[src/rtl/sample_serializer_pkg.sv]
// Shared types and constants for the sample readout serializer.
// Build option: SAMPLE_SERIALIZER_PARITY_EN appends an even-parity bit to every frame.
package sample_serializer_pkg;

    typedef enum logic [1:0] {
        IDLE     = 2'd0,
        SHIFT_LO = 2'd1,
        SHIFT_HI = 2'd2,
        GAP      = 2'd3
    } ser_state_t;

    localparam int DATA_W_DEF     = 12;
    localparam int FIFO_DEPTH_DEF = 4;
    localparam int SCLK_DIV_DEF   = 4;

`ifdef SAMPLE_SERIALIZER_PARITY_EN
    localparam int PARITY_BITS = 1;
`else
    localparam int PARITY_BITS = 0;
`endif

    localparam int FRAME_LEN = DATA_W_DEF + PARITY_BITS;

    // Bits per serial frame for a given sample width.
    function automatic int frame_len(input int data_w);
        return data_w + PARITY_BITS;
    endfunction

endpackage

[src/rtl/sample_serializer_if.sv]
// Decimator-side sample input and pad-side serial outputs of the serializer.
// master: the sample source / observer; slave: the serializer itself.
interface sample_serializer_if
    import sample_serializer_pkg::*;
#(
    parameter int DATA_W     = DATA_W_DEF,
    parameter int FIFO_DEPTH = FIFO_DEPTH_DEF
);
    localparam int LVL_W = $clog2(FIFO_DEPTH) + 1;

    logic [DATA_W-1:0] data_in;
    logic              new_data;
    logic              cs_n;
    logic              sclk;
    logic              sdo;
    logic              busy;
    logic              overflow;
    logic [LVL_W-1:0]  fifo_level;

    modport master (
        output data_in, new_data,
        input  cs_n, sclk, sdo, busy, overflow, fifo_level
    );

    modport slave (
        input  data_in, new_data,
        output cs_n, sclk, sdo, busy, overflow, fifo_level
    );
endinterface

[src/rtl/sample_serializer_fifo.sv]
// Small synchronous FIFO (module sync_fifo). A push is accepted when full only
// if a pop happens in the same cycle. Head word is presented combinationally.
module sync_fifo #(
    parameter int WIDTH = 12,
    parameter int DEPTH = 4,
    localparam int AW   = $clog2(DEPTH),
    localparam int LW   = AW + 1
) (
    input  logic             clk,
    input  logic             rst,
    input  logic             push,
    input  logic [WIDTH-1:0] push_data,
    input  logic             pop,
    output logic [WIDTH-1:0] pop_data,
    output logic             full,
    output logic             empty,
    output logic [LW-1:0]    level
);
    logic [WIDTH-1:0] mem [DEPTH];
    logic [AW-1:0]    wr_ptr;
    logic [AW-1:0]    rd_ptr;
    logic             do_push;
    logic             do_pop;

    assign full     = (level == LW'(DEPTH));
    assign empty    = (level == '0);
    assign do_pop   = pop && !empty;
    assign do_push  = push && (!full || do_pop);
    assign pop_data = mem[rd_ptr];

    // Storage array; contents need no reset because level gates visibility.
    always_ff @(posedge clk) begin
        if (do_push) begin
            mem[wr_ptr] <= push_data;
        end
    end

    // Pointer and occupancy bookkeeping.
    always_ff @(posedge clk) begin
        if (rst) begin
            wr_ptr <= '0;
            rd_ptr <= '0;
            level  <= '0;
        end else begin
            if (do_push) begin
                wr_ptr <= wr_ptr + AW'(1);
            end
            if (do_pop) begin
                rd_ptr <= rd_ptr + AW'(1);
            end
            level <= level + LW'(do_push) - LW'(do_pop);
        end
    end
endmodule

[src/rtl/sample_serializer.sv]
// Sample readout serializer: buffers strobed samples and shifts them MSB-first
// over cs_n/sclk/sdo. Build option SAMPLE_SERIALIZER_PARITY_EN adds a trailing
// even-parity bit per frame.
//
// state    | meaning
// IDLE     | link quiet; pops the FIFO head when one is available
// SHIFT_LO | cs_n low, sclk low, current bit driven on sdo
// SHIFT_HI | sclk high, sdo held for the receiver to sample
// GAP      | cs_n high spacing between frames
module sample_serializer
    import sample_serializer_pkg::*;
#(
    parameter int DATA_W     = DATA_W_DEF,
    parameter int FIFO_DEPTH = FIFO_DEPTH_DEF,
    parameter int SCLK_DIV   = SCLK_DIV_DEF
) (
    input  logic                clk,
    input  logic                rst,
    sample_serializer_if.slave  bus
);
    localparam int N     = frame_len(DATA_W);
    localparam int CNT_W = $clog2(N + 1);
    localparam int DIV_W = $clog2(SCLK_DIV + 1);
    localparam int LVL_W = $clog2(FIFO_DEPTH) + 1;
    localparam logic [DIV_W-1:0] DIV_LOAD = DIV_W'(SCLK_DIV - 1);

    ser_state_t        state;
    logic [N-2:0]      shreg;
    logic [CNT_W-1:0]  bit_cnt;
    logic [DIV_W-1:0]  div_cnt;
    logic              cs_n_q;
    logic              sclk_q;
    logic              sdo_q;
    logic              busy_q;
    logic              overflow_q;

    logic [DATA_W-1:0] fifo_dout;
    logic              fifo_full;
    logic              fifo_empty;
    logic [LVL_W-1:0]  fifo_lvl;
    logic              pop;
    logic [N-1:0]      frame_word;

    assign pop = (state == IDLE) && !fifo_empty;

`ifdef SAMPLE_SERIALIZER_PARITY_EN
    assign frame_word = {fifo_dout, ^fifo_dout};
`else
    assign frame_word = fifo_dout;
`endif

    sync_fifo #(
        .WIDTH (DATA_W),
        .DEPTH (FIFO_DEPTH)
    ) u_fifo (
        .clk       (clk),
        .rst       (rst),
        .push      (bus.new_data),
        .push_data (bus.data_in),
        .pop       (pop),
        .pop_data  (fifo_dout),
        .full      (fifo_full),
        .empty     (fifo_empty),
        .level     (fifo_lvl)
    );

    // Dropped-sample flag: strobe while full and nothing leaving this cycle.
    always_ff @(posedge clk) begin
        if (rst) begin
            overflow_q <= 1'b0;
        end else begin
            overflow_q <= bus.new_data && fifo_full && !pop;
        end
    end

    // Frame sequencer with registered link outputs.
    // The MSB goes straight to sdo on load; shreg keeps only the remaining bits.
    always_ff @(posedge clk) begin
        if (rst) begin
            state   <= IDLE;
            shreg   <= '0;
            bit_cnt <= '0;
            div_cnt <= '0;
            cs_n_q  <= 1'b1;
            sclk_q  <= 1'b0;
            sdo_q   <= 1'b0;
            busy_q  <= 1'b0;
        end else begin
            case (state)
                IDLE: begin
                    if (!fifo_empty) begin
                        shreg   <= frame_word[N-2:0];
                        bit_cnt <= CNT_W'(N);
                        div_cnt <= DIV_LOAD;
                        state   <= SHIFT_LO;
                        cs_n_q  <= 1'b0;
                        sclk_q  <= 1'b0;
                        sdo_q   <= frame_word[N-1];
                        busy_q  <= 1'b1;
                    end
                end
                SHIFT_LO: begin
                    if (div_cnt == '0) begin
                        div_cnt <= DIV_LOAD;
                        state   <= SHIFT_HI;
                        sclk_q  <= 1'b1;
                    end else begin
                        div_cnt <= div_cnt - DIV_W'(1);
                    end
                end
                SHIFT_HI: begin
                    if (div_cnt == '0) begin
                        div_cnt <= DIV_LOAD;
                        shreg   <= shreg << 1;
                        bit_cnt <= bit_cnt - CNT_W'(1);
                        sclk_q  <= 1'b0;
                        if (bit_cnt == CNT_W'(1)) begin
                            state  <= GAP;
                            cs_n_q <= 1'b1;
                            sdo_q  <= 1'b0;
                        end else begin
                            state <= SHIFT_LO;
                            sdo_q <= shreg[N-2];
                        end
                    end else begin
                        div_cnt <= div_cnt - DIV_W'(1);
                    end
                end
                GAP: begin
                    if (div_cnt == '0) begin
                        state  <= IDLE;
                        busy_q <= 1'b0;
                    end else begin
                        div_cnt <= div_cnt - DIV_W'(1);
                    end
                end
                default: begin
                    state <= IDLE;
                end
            endcase
        end
    end

    assign bus.cs_n       = cs_n_q;
    assign bus.sclk       = sclk_q;
    assign bus.sdo        = sdo_q;
    assign bus.busy       = busy_q;
    assign bus.overflow   = overflow_q;
    assign bus.fifo_level = fifo_lvl;
endmodule

[src/flat_wrapper.sv]
// flat-port wrapper written by rule: the top's interface ports become plain ports
module sample_serializer_flat import sample_serializer_pkg::*;
#(
    parameter int DATA_W     = DATA_W_DEF,
    parameter int FIFO_DEPTH = FIFO_DEPTH_DEF,
    parameter int SCLK_DIV   = SCLK_DIV_DEF
)
  (clk, rst, bus_data_in, bus_new_data, bus_cs_n, bus_sclk, bus_sdo, bus_busy, bus_overflow, bus_fifo_level);
  sample_serializer_if #(.DATA_W(DATA_W), .FIFO_DEPTH(FIFO_DEPTH)) bus_i ();
  input  logic clk;
  input  logic rst;
  input wire logic [$bits(bus_i.data_in)-1:0] bus_data_in;
  input wire logic [$bits(bus_i.new_data)-1:0] bus_new_data;
  output wire logic [$bits(bus_i.cs_n)-1:0] bus_cs_n;
  output wire logic [$bits(bus_i.sclk)-1:0] bus_sclk;
  output wire logic [$bits(bus_i.sdo)-1:0] bus_sdo;
  output wire logic [$bits(bus_i.busy)-1:0] bus_busy;
  output wire logic [$bits(bus_i.overflow)-1:0] bus_overflow;
  output wire logic [$bits(bus_i.fifo_level)-1:0] bus_fifo_level;
  assign bus_i.data_in = bus_data_in;
  assign bus_i.new_data = bus_new_data;
  assign bus_cs_n = bus_i.cs_n;
  assign bus_sclk = bus_i.sclk;
  assign bus_sdo = bus_i.sdo;
  assign bus_busy = bus_i.busy;
  assign bus_overflow = bus_i.overflow;
  assign bus_fifo_level = bus_i.fifo_level;
  sample_serializer #(.DATA_W(DATA_W), .FIFO_DEPTH(FIFO_DEPTH), .SCLK_DIV(SCLK_DIV)) u_core (.clk(clk), .rst(rst), .bus(bus_i));
endmodule
[config.mk]
export PLATFORM = sky130hd
export DESIGN_NAME = sample_serializer_flat
export DESIGN_NICKNAME = d
export VERILOG_FILES = /design/src/rtl/sample_serializer_pkg.sv /design/src/rtl/sample_serializer_if.sv /design/src/rtl/sample_serializer_fifo.sv /design/src/rtl/sample_serializer.sv /design/src/flat_wrapper.sv
export SDC_FILE = /design/constraint.sdc
export NUM_CORES = 1
export LEC_CHECK = 0
export CORE_MARGIN = 2
export CORE_UTILIZATION = 40
export DETAILED_ROUTE_END_ITERATION = 8
export GPL_TIMING_DRIVEN = 0
export RECOVER_POWER = 25
export SYNTH_ARGS = -nofsm -noshare
export SYNTH_HDL_FRONTEND = slang
export SYNTH_HIERARCHICAL = 1
export SYNTH_SLANG_ARGS = --single-unit
[constraint.sdc]
create_clock -name clk -period 2.1 [get_ports clk]
set_input_delay 0.63 -clock clk [delete_from_list [all_inputs] [get_ports clk]]
set_output_delay 0.63 -clock clk [all_outputs]
set_load 0.05 [all_outputs]
# Word level (Yosys, flattened, before mapping)

Memories as Yosys holds them, arrays and structs flattened. A register that Yosys moved wholly into a read port is not among the register bits.
Cells that the tools add are included.

Eq/ne operators: 11
Add/sub/neg operators: 6
Reduce and logical (&&, ||, !) cells: 22
Multiplexer cells: 33

Operators by type and width:

| kind                | count |
|---|---|
| $mux 11             | 2 |
| $pmux 11 s2         | 1 |
| $mux 2              | 7 |
| $reduce_and 4->1    | 3 |
| $mux 1              | 11 |
| $mux 3              | 3 |
| $pmux 3 s3          | 1 |
| $mux 4              | 2 |
| $ne 2x1->1 const B  | 4 |
| $pmux 2 s4          | 1 |
| $pmux 4 s2          | 1 |
| $logic_not 3->1     | 2 |
| $pmux 1 s2          | 3 |
| $reduce_and 3->1    | 2 |
| $logic_and 1x1->1   | 5 |
| $add 2x1->2 const B | 2 |
| $eq 2x2->1 const B  | 2 |
| $eq 4x1->1 const B  | 1 |
| $ne 2x2->1 const B  | 2 |
| $reduce_bool 2->1   | 2 |
| $sub 4x1->4 const B | 1 |
| $add 3x1->3         | 1 |
| $eq 3x3->1 const B  | 1 |
| $logic_not 1->1     | 3 |
| 9 further kinds     | 9 |

Logic and storage cells: 85
Memory bits (writable): 48
Output and inout port bits: 8
Register bits: 32
Memories: 1
Input bits: 15

Memory list:

| memory            | words | width | read ports | clocked after Yosys merged registers in | wr ports | line                         | text |
|---|---|---|---|---|---|---|---|
| u_core.u_fifo.mem | 4     | 12    | 1          | 1                                       | 1        | sample_serializer_fifo.sv:19 | `logic [WIDTH-1:0] mem [DEPTH];` |

# Longest topological paths before layout

Gate-level depths: netlist of run 1.

Depth after elaboration: 8
Gate-level depth with buffers: 12
Mapped depth without buffers: 12

# By module

The synthesis of run 1 kept the hierarchy.

By module, submodules not included:

| module            | sequential area each (µm²) | area an instance (µm²) | times used | cells an instance |
|---|---|---|---|---|
| sync_fifo         | 1,621.6                    | 2,212.1                | 1          | 110 |
| sample_serializer | 500.5                      | 1,307.5                | 1          | 143 |

# Worst setup path after synthesis of run 1

Ideal clock, no wire load.

Kind: reg2reg
Start: register u_core.u_fifo.level[1]
End: register u_core.u_fifo.level[2]
Stages on the path, launching flop included: 12
Path buffers: 0
Arrival: 2.620 ns
Slack: -0.598 ns
Required time: 2.022 ns
Period minus slack after synthesis: 2.698 ns
Library setup time: 0.078 ns
Path through: dfxtp_1 -> nor3_1 -> and2b_2 -> inv_1 -> a21boi_4 -> a21o_1 -> ha_1 -> inv_1 -> fa_1 -> xor2_1 -> and2_1 -> nor3_1

Cells in the longest elaborated chain, start to end: 8
Elaborated cells on any way between the ends: 10
Classes of those cells: 2 x add/sub; 1 x eq/ne; 7 x reduce/logical

RTL lines:

| item                   | line                         | text |
|---|---|---|
| start, declared        | sample_serializer_fifo.sv:17 | `output logic [LW-1:0] level` |
| start signal, assigned | sample_serializer_fifo.sv:51 | `level <= level + LW'(do_push) - LW'(do_pop);` |
| $logic_not 3->1 *      | sample_serializer_fifo.sv:26 | `assign empty = (level == '0);` |
| net u_core.fifo_empty  | sample_serializer.sv:39      | `logic fifo_empty;` |
| $logic_not 1->1 *      | sample_serializer.sv:44      | `assign pop = (state == IDLE) && !fifo_empty;` |
| $logic_and 1x1->1 *    | sample_serializer.sv:44      |  |
| net u_core.pop         | sample_serializer.sv:41      | `logic pop;` |
| $logic_and 1x1->1 *    | sample_serializer_fifo.sv:27 | `assign do_pop = pop && !empty;` |
| $logic_or 1x1->1       | sample_serializer_fifo.sv:28 | `assign do_push = push && (!full \|\| do_pop);` |
| $logic_and 1x1->1      | sample_serializer_fifo.sv:28 |  |
| $add 3x1->3            | sample_serializer_fifo.sv:51 |  |
| $sub 3x1->3 *          | sample_serializer_fifo.sv:51 |  |

The timed path passes the listed nets; every way through them passes the cells marked *.
A chain may end at the register's enable or synchronous reset.

# Final worst setup path of run 1

Start: input bus_new_data
End: register u_core.u_fifo.level[2]

Cells in the longest elaborated chain, start to end: 3

RTL lines:

| item              | line                         | text |
|---|---|---|
| start, declared   | flat_wrapper.sv:13           | `input wire logic [$bits(bus_i.new_data)-1:0] bus_new_data;` |
| $logic_and 1x1->1 | sample_serializer_fifo.sv:28 |  |
| $add 3x1->3       | sample_serializer_fifo.sv:51 |  |
| $sub 3x1->3       | sample_serializer_fifo.sv:51 |  |

Every way passes these cells.

==> results of run 1 <==
[path summary, 6_finish.rpt]
| check | start | end | slack [ns] | depth (start not counted) |
|---|---|---|---|---|
| max | bus_new_data | u_core/u_fifo/level[2]$_SDFF_PP0_ | -0.07 | 9 |
| min | u_core/bus.sclk$_SDFFE_PP0P_ | u_core/bus.sclk$_SDFFE_PP0P_ | 0.48 | 2 |
| max reg2reg | u_core/state[0]$_SDFFE_PP0P_ | u_core/u_fifo/level[2]$_SDFF_PP0_ | -0.06 | 12 |
| min reg2reg | u_core/bus.sclk$_SDFFE_PP0P_ | u_core/bus.sclk$_SDFFE_PP0P_ | 0.48 | 2 |
[kinds of logic (layout without fill, tap and decap cells)]
| kind of cell | after synthesis | after routing | synth area share, % |
|---|---|---|---|
| AND/OR/NAND/NOR | 62 | 62 | 9.28 |
| flip-flops | 82 | 82 | 60.3 |
| AO/OA/AOI/OAI | 45 | 45 | 9.81 |
| buffers and inverters | 22 | 67 | 3.09 |
| multiplexers | 24 | 24 | 11.2 |
| adder cells (fa/ha/maj) | 15 | 15 | 5.55 |
| XOR/XNOR | 3 | 3 | 0.747 |
[area by class of cell]
cell class              instances  share of cell area, %
plain buffers                  10                   1.53
multi-input cells             149                   32.3
flip-flops and latches         82                   51.3
well taps                     108                   3.24
clock buffers                   9                   2.97
repair buffers                 29                   6.31
clock inverters                 7                   1.20
inverters                      12                   1.14
[synthesized netlist by cell type, types with 4 or more instances]
library cell / number
mux2i_1: 11
ha_1: 14
o21ai_0: 4
inv_1: 12
nor2_1: 27
nand2_1: 6
a211oi_1: 10
mux4_2: 12
nor3_1: 5
edfxtp_1: 48
dfxtp_1: 34
a21oi_1: 9
and2_1: 5
[power breakdown]
part	switching (mW)	internal, mW	leakage (nW)
Clock	0.575	0.434	0.0802
Sequential	0.243	2.07	0.723
Combinational	1.47	1.12	0.665
[sequential cells by signal, summed over array words and instances (netlist names), 2 cells and up, named ones only]
register	count
u_core/u_fifo/mem	48
u_core/shreg	11
u_core/bit_cnt	4
u_core/div_cnt	3
u_core/u_fifo/level	3
u_core/state	2
u_core/u_fifo/rd_ptr	2
u_core/u_fifo/wr_ptr	2
[metal layers]
| layer | wire length, um | up-vias |
|---|---|---|
| li1 | - | 1033 |
| met5 | 0 | - |
| met2 | 3020 | 35 |
| met1 | 2990 | 1041 |
| met3 | 201 | 10 |
| met4 | 111 | 0 |
[placed cells by master, fill, tap and decap left out, types with 2 or more instances in the layout]
| cell type | synthesis | layout |
|---|---|---|
| ha_1 | 14 | 13 |
| a31oi_1 | 3 | 3 |
| dfxtp_4 | 0 | 4 |
| and2_2 | 0 | 4 |
| buf_2 | 2 | 2 |
| clkdlybuf4s50_1 | 0 | 5 |
| nand4_1 | 2 | 2 |
| nor2b_1 | 3 | 3 |
| dlygate4sd2_1 | 0 | 8 |
| nor2_1 | 27 | 26 |
| buf_4 | 3 | 10 |
| nand3b_1 | 2 | 2 |
| inv_6 | 0 | 3 |
| nand2_1 | 6 | 6 |
| clkbuf_8 | 0 | 9 |
| a21oi_1 | 9 | 9 |
| mux2i_1 | 11 | 11 |
| o32ai_1 | 2 | 2 |
| dfxtp_1 | 34 | 29 |
| o21ai_0 | 4 | 4 |
| clkinvlp_4 | 0 | 2 |
| o21ai_1 | 2 | 2 |
| o41ai_1 | 2 | 2 |
| inv_1 | 12 | 9 |
| nor3_1 | 5 | 3 |
| a211oi_1 | 10 | 10 |
| nand2b_1 | 3 | 3 |
| edfxtp_1 | 48 | 48 |
| xor2_1 | 3 | 2 |
| dlygate4sd3_1 | 0 | 9 |
| nand3_1 | 2 | 2 |
| inv_2 | 0 | 2 |
| mux4_2 | 12 | 12 |
| clkbuf_1 | 2 | 2 |
[timing repair]
action | 4_1_cts | 5_1_grt
pin swaps | 2 | 3
gates resized for setup | 15 | 6
setup buffers | 4 | 3
hold buffers | 0 | 0
endpoints found under the setup margin | 58 | 2
[stage by stage]
| stage | util (%) | cell area, um^2 | instances | TNS [ns] | setup slack [ns] |
|---|---|---|---|---|---|
| 2_1_floorplan | - | 3550 | 253 | -0.0739 | -0.0739 |
| 5_1_grt | 48.2 | 4170 | 406 | -0.222 | -0.178 |
| 3_3_place_gp | 45.2 | 3900 | 383 | -17.98 | -0.498 |
| 6_report | 48.2 | 4170 | 406 | -0.0693 | -0.0693 |
| 4_1_cts | 47.7 | 4120 | 403 | -0.0852 | -0.0852 |
| 3_5_place_dp | 45.2 | 3900 | 383 | -18.69 | -0.516 |
[critical path: cells and delay by family]
kind	cells	cell delay (ns)
AND/OR/NAND/NOR	2	0.24
adder cells (fa/ha/maj)	2	0.48
AO/OA/AOI/OAI	2	0.34
buffers and inverters	2	0.59
XOR/XNOR	1	0.16
==> results.py, run 1 <==
metrics = {
    "run_status": {
        "status": "finished, violations left",
        "violations": "setup timing",
    },
    "detailed_routing": {
        "routed_wirelength_mm": 6.32,
        "drc": 0,
        "drt_pass1_iterations": 4,
        "vias_per_cell": 5.22,
        "vias": 2119,
        "dr.first_iter.drc_count": 60,
        "antenna_left": 0,
        "avgRoutedWirePerCell_um": 15.6,
    },
    "placement": {
        "place_congestion": 0.703,
        "hpwl_mm": 4.16,
        "port_buffers": 22,
    },
    "global_route": {
        "grtUsageMet1_pct": 18.6,
        "grt_busiest_layer": "met2",
        "grt_use_total_pct": 14.2,
        "grt_max_degree": 16,
        "antenna_found_initial": 0,
        "grtUsageMet2_pct": 22.5,
        "gr-total-overflow": 0,
        "grt_pass1_wl_mm": 10.5,
        "grtUsageMet3_pct": 3.29,
        "grt_pass1_vias": 2130,
    },
    "yosys": {
        "synth_top_area_share_pct": 41.0,
        "ys.flop_type": "edfxtp_1",
        "synth.avg_cell_area_um2": 13.9,
        "netlist_area_um2": 3520,
        "async_flop_share_pct": 0,
        "syn_inst": 253,
        "ys_warn_count": 6,
        "yosysSeqAreaShare_pct": 60.3,
        "synth.distinct_cells": 51,
        "ys_ff_latch": 82,
        "synth_area_leader_cell": "edfxtp_1",
        "synth_fp_nets": 283,
        "synth_edf_count": 48,
        "ys_top_cells_by_area": "edfxtp_1, dfxtp_1, mux4_2",
    },
    "cells_and_area": {
        "num_antenna_cells": 0,
        "drive_gt1_share_pct": 22.5,
        "multi_input_area_um2": 1340,
        "fillCellCount": 786,
        "seqCellArea_um2": 2140,
        "area_growth_pct": 18.3,
        "nNetsFinal": 323,
    },
    "die": {
        "dieArea_um2": 9570,
        "row_count": 34,
        "io_pins": 23,
        "die-width_um": 97.8,
        "initial_utilization_pct": 40.8,
        "die_h_um": 97.8,
        "coreArea_um2": 8640,
    },
    "sta": {
        "slew_headroom_pct": 55.8,
        "setup_viol": 1,
        "finalCriticalPeriod_ns": 2.17,
        "rsz0062_at_grt": "true",
        "maxSlewViolCount": 0,
        "clock.fmax_mhz": 461,
        "post-route-period-util_pct": 103,
        "final-hold-violation-count": 0,
        "fin_skew_ns": 0.0125,
        "tightest_slew_ns": 0.663,
        "fin_hold_ws_ns": 0.485,
        "setup_slack_ns": -0.0693,
    },
    "clock_network": {
        "cts_buffers": 9,
        "path_clk_slew_ns": 0.09,
        "cts_tree": "done",
        "h-tree-depth": 3,
        "clock-sinks": 82,
        "root_buffer": "clkbuf_8",
        "clk-insertion-delay-late_ns": 0.35,
        "clk_path_buf_depth": 2,
    },
    "worst_setup_path": {
        "crit_required_ns": 2.38,
        "crit_type": "input pin to register",
        "slowest_stage": "clkdlybuf4s50_1",
        "crit_fanout": 3,
        "cpPeakStageDelay_ns": 0.54,
        "path_cells": "clkdlybuf4s50_1, a21boi_4, a21o_1, ha_1, inv_1, fa_2, xor2_2, and2_1, nor3_2",
        "end_kind": "register",
        "cp-start-kind": "input pin",
        "arrival_ns": 2.44,
    },
    "pwr": {
        "p_per_area_nw_per_um2": 1420,
        "peakVddDrop_uv": 557,
        "power_mw": 5.91,
        "power.leakage_nw": 1.47,
    },
    "min_path": {
        "min-delay-path-class": "register to register",
    },
    "job": {
        "maxCapViolations": 0,
    },
}
(Power assumes the default switching activity.)
==> inputs of run 2 (changes only) <==
--- a/config.mk
+++ b/config.mk
@@ -9,6 +9,7 @@
 export CORE_UTILIZATION = 40
 export DETAILED_ROUTE_END_ITERATION = 8
 export GPL_TIMING_DRIVEN = 0
+export PLACE_DENSITY = 0.57
 export RECOVER_POWER = 25
 export SYNTH_ARGS = -nofsm -noshare
 export SYNTH_HDL_FRONTEND = slang
==> run 2 against run 1 <==
Net effect:
- the run still ends with setup timing left
- register-to-register slack worse by 0.04 ns
- worst setup slack worse by 0.027 ns
- global-route usage is 0.29 points lower
- largest cell class unchanged
- die area stayed put
- clock skew is 0.0039 ns lower
==> results.py, run 2 (synthesized netlist as in run 1, its figures left out) <==
metrics = {
    "worst_setup_path": {
        "path_cells": "inv_4, ha_4, and2b_2, o31ai_4, nor2_2, a21o_1, ha_1, inv_2, fa_2, xor2_1, and2_1, nor3_2",
        "crit_type": "register to register",
        "cp-startpoint": "u_core/state[0]$_SDFFE_PP0P_",
        "crit_fanout": 5,
        "cpPeakStageDelay_ns": 0.37,
        "cp-start-kind": "register",
        "end_kind": "register",
        "r2r_start": "u_core/state[0]$_SDFFE_PP0P_",
        "crit_required_ns": 2.33,
        "slowest_stage": "dfxtp_4",
        "arrival_ns": 2.42,
    },
    "sta": {
        "maxSlewViolCount": 0,
        "clock.fmax_mhz": 455,
        "final-hold-violation-count": 0,
        "rsz0062_at_grt": "true",
        "setup_slack_ns": -0.0967,
        "post-route-period-util_pct": 105,
        "fin_skew_ns": 0.00860,
        "slew_headroom_pct": 58.4,
        "setup_viol": 1,
        "finalCriticalPeriod_ns": 2.20,
        "setup_tns_ns": -0.0967,
        "tightest_slew_ns": 0.624,
    },
    "job": {
        "maxCapViolations": 0,
    },
    "die": {
        "dieArea_um2": 9570,
        "initial_utilization_pct": 40.8,
        "coreArea_um2": 8640,
        "row_count": 34,
        "die-width_um": 97.8,
        "die_h_um": 97.8,
        "io_pins": 23,
    },
    "cells_and_area": {
        "fillCellCount": 777,
        "final_common_cell": "edfxtp_1",
        "final_cell_mix": "edfxtp_1, dfxtp_1, nor2_1, buf_4, ha_1",
        "fin_area_um2": 4210,
        "drive_gt1_share_pct": 23.6,
        "post-route-util_pct": 48.7,
        "top_regs": "u_core/u_fifo/mem (48), u_core/shreg (11), u_core/bit_cnt (4)",
        "seqCellArea_um2": 2140,
        "largest_register_ffs": 48,
        "top_register": "u_core/u_fifo/mem",
        "num_antenna_cells": 0,
        "area_growth_pct": 19.6,
        "multi_input_area_um2": 1340,
        "nNetsFinal": 326,
    },
    "global_route": {
        "grt_pass1_vias": 2045,
        "grt_use_total_pct": 13.9,
        "gr-total-overflow": 0,
        "grt_pass1_wl_mm": 10.2,
        "antenna_found_initial": 0,
        "grt_max_degree": 16,
    },
    "clock_network": {
        "clk_path_buf_depth": 2,
        "root_buffer": "clkbuf_8",
        "clock-sinks": 82,
        "cts_buffers": 9,
        "clk-insertion-delay-late_ns": 0.35,
        "path_clk_slew_ns": 0.09,
        "cts_tree": "done",
        "h-tree-depth": 3,
    },
    "pwr": {
        "p_comb_share_pct": 43.5,
        "peakVddDrop_uv": 532,
        "p_sw_share_pct": 38.2,
        "p_seq_share_pct": 37.4,
        "power.leakage_nw": 1.50,
        "power_frac_clock_pct": 19.0,
        "p_per_area_nw_per_um2": 1450,
        "switchingPower_mw": 2.33,
        "p_int_mw": 3.78,
    },
    "detailed_routing": {
        "vias_per_cell": 5.22,
        "drt_pass1_iterations": 4,
        "avgRoutedWirePerCell_um": 15.7,
        "dr.first_iter.drc_count": 80,
        "antenna_left": 0,
        "drc": 0,
        "vias": 2135,
        "routed_wirelength_mm": 6.40,
    },
    "run_status": {
        "violations": "setup timing",
        "status": "finished, violations left",
    },
    "placement": {
        "hpwl_mm": 4.14,
        "place_congestion": 0.686,
        "port_buffers": 22,
        "placed_area_um2": 3900,
    },
    "min_path": {
        "worstHoldStart": "u_core/bus.sclk$_SDFFE_PP0P_",
        "min-delay-path-class": "register to register",
    },
}
## run 2: path summary, 6_finish.rpt
path	cells past startpoint	slack (ns)	to
setup / recovery	12	-0.1	u_core/u_fifo/level[2]$_SDFF_PP0_
hold / removal	2	0.49	u_core/bus.sclk$_SDFFE_PP0P_
setup reg to reg	12	-0.1	u_core/u_fifo/level[2]$_SDFF_PP0_
hold reg to reg	2	0.49	u_core/bus.sclk$_SDFFE_PP0P_
## run 2: what timing repair did
| action | in CTS | in global routing |
|---|---|---|
| resized for setup | 14 | 8 |
| pin swaps | 1 | 2 |
| hold buffers | 0 | 0 |
| buffers inserted | 3 | 7 |
| endpoints found under the setup margin | 58 | 2 |
| endpoints found under the hold margin | 0 | 0 |
## run 2: routing by layer
metal  part of all wire, %  track usage [%]
met3                   3.1             3.94
met4                   1.2             6.30
met2                    47             20.9
met1                    48             18.8
met5                     0                0
## run 2: final cells by class
| class | instances | area share, % |
|---|---|---|
| well taps | 108 | 3.21 |
| clock buffers | 9 | 2.94 |
| multi-input cells | 149 | 31.7 |
| repair buffers | 32 | 6.78 |
| inverters | 12 | 1.19 |
| clock inverters | 7 | 1.81 |
| plain buffers | 10 | 1.52 |
| flip-flops and latches | 82 | 50.8 |
## run 2: worst max-delay path: cells and delay by family (launching register included)
kind / cells / cell delay [ns]
buf+inv: 2 / 0.11
flops: 1 / 0.37
simple gates: 4 / 0.60
compound gates: 2 / 0.21
fa+ha+maj: 3 / 0.62
xor+xnor: 1 / 0.16
## run 2: per-stage QoR
step	std cells	hold slack, ns	setup WS, ns	power (mW)
2_1_floorplan	253	0.464	-0.0739	4.21
5_1_grt	409	0.501	-0.218	6.52
6_report	409	0.485	-0.0967	6.11
3_5_place_dp	383	0.474	-0.514	4.82
4_1_cts	402	0.483	-0.129	5.99
3_3_place_gp	383	0.470	-0.496	4.78
## run 2: power by group through the flow
stage                     clock network (mW)  registers (mW)  logic, mW
after global routing                    1.26            2.33       2.94
final                                   1.16            2.29       2.66
after floorplan                            0            2.49       1.72
after global placement                     0            2.32       2.46
after detailed placement                   0            2.33       2.49
after CTS                               1.19            2.29       2.50
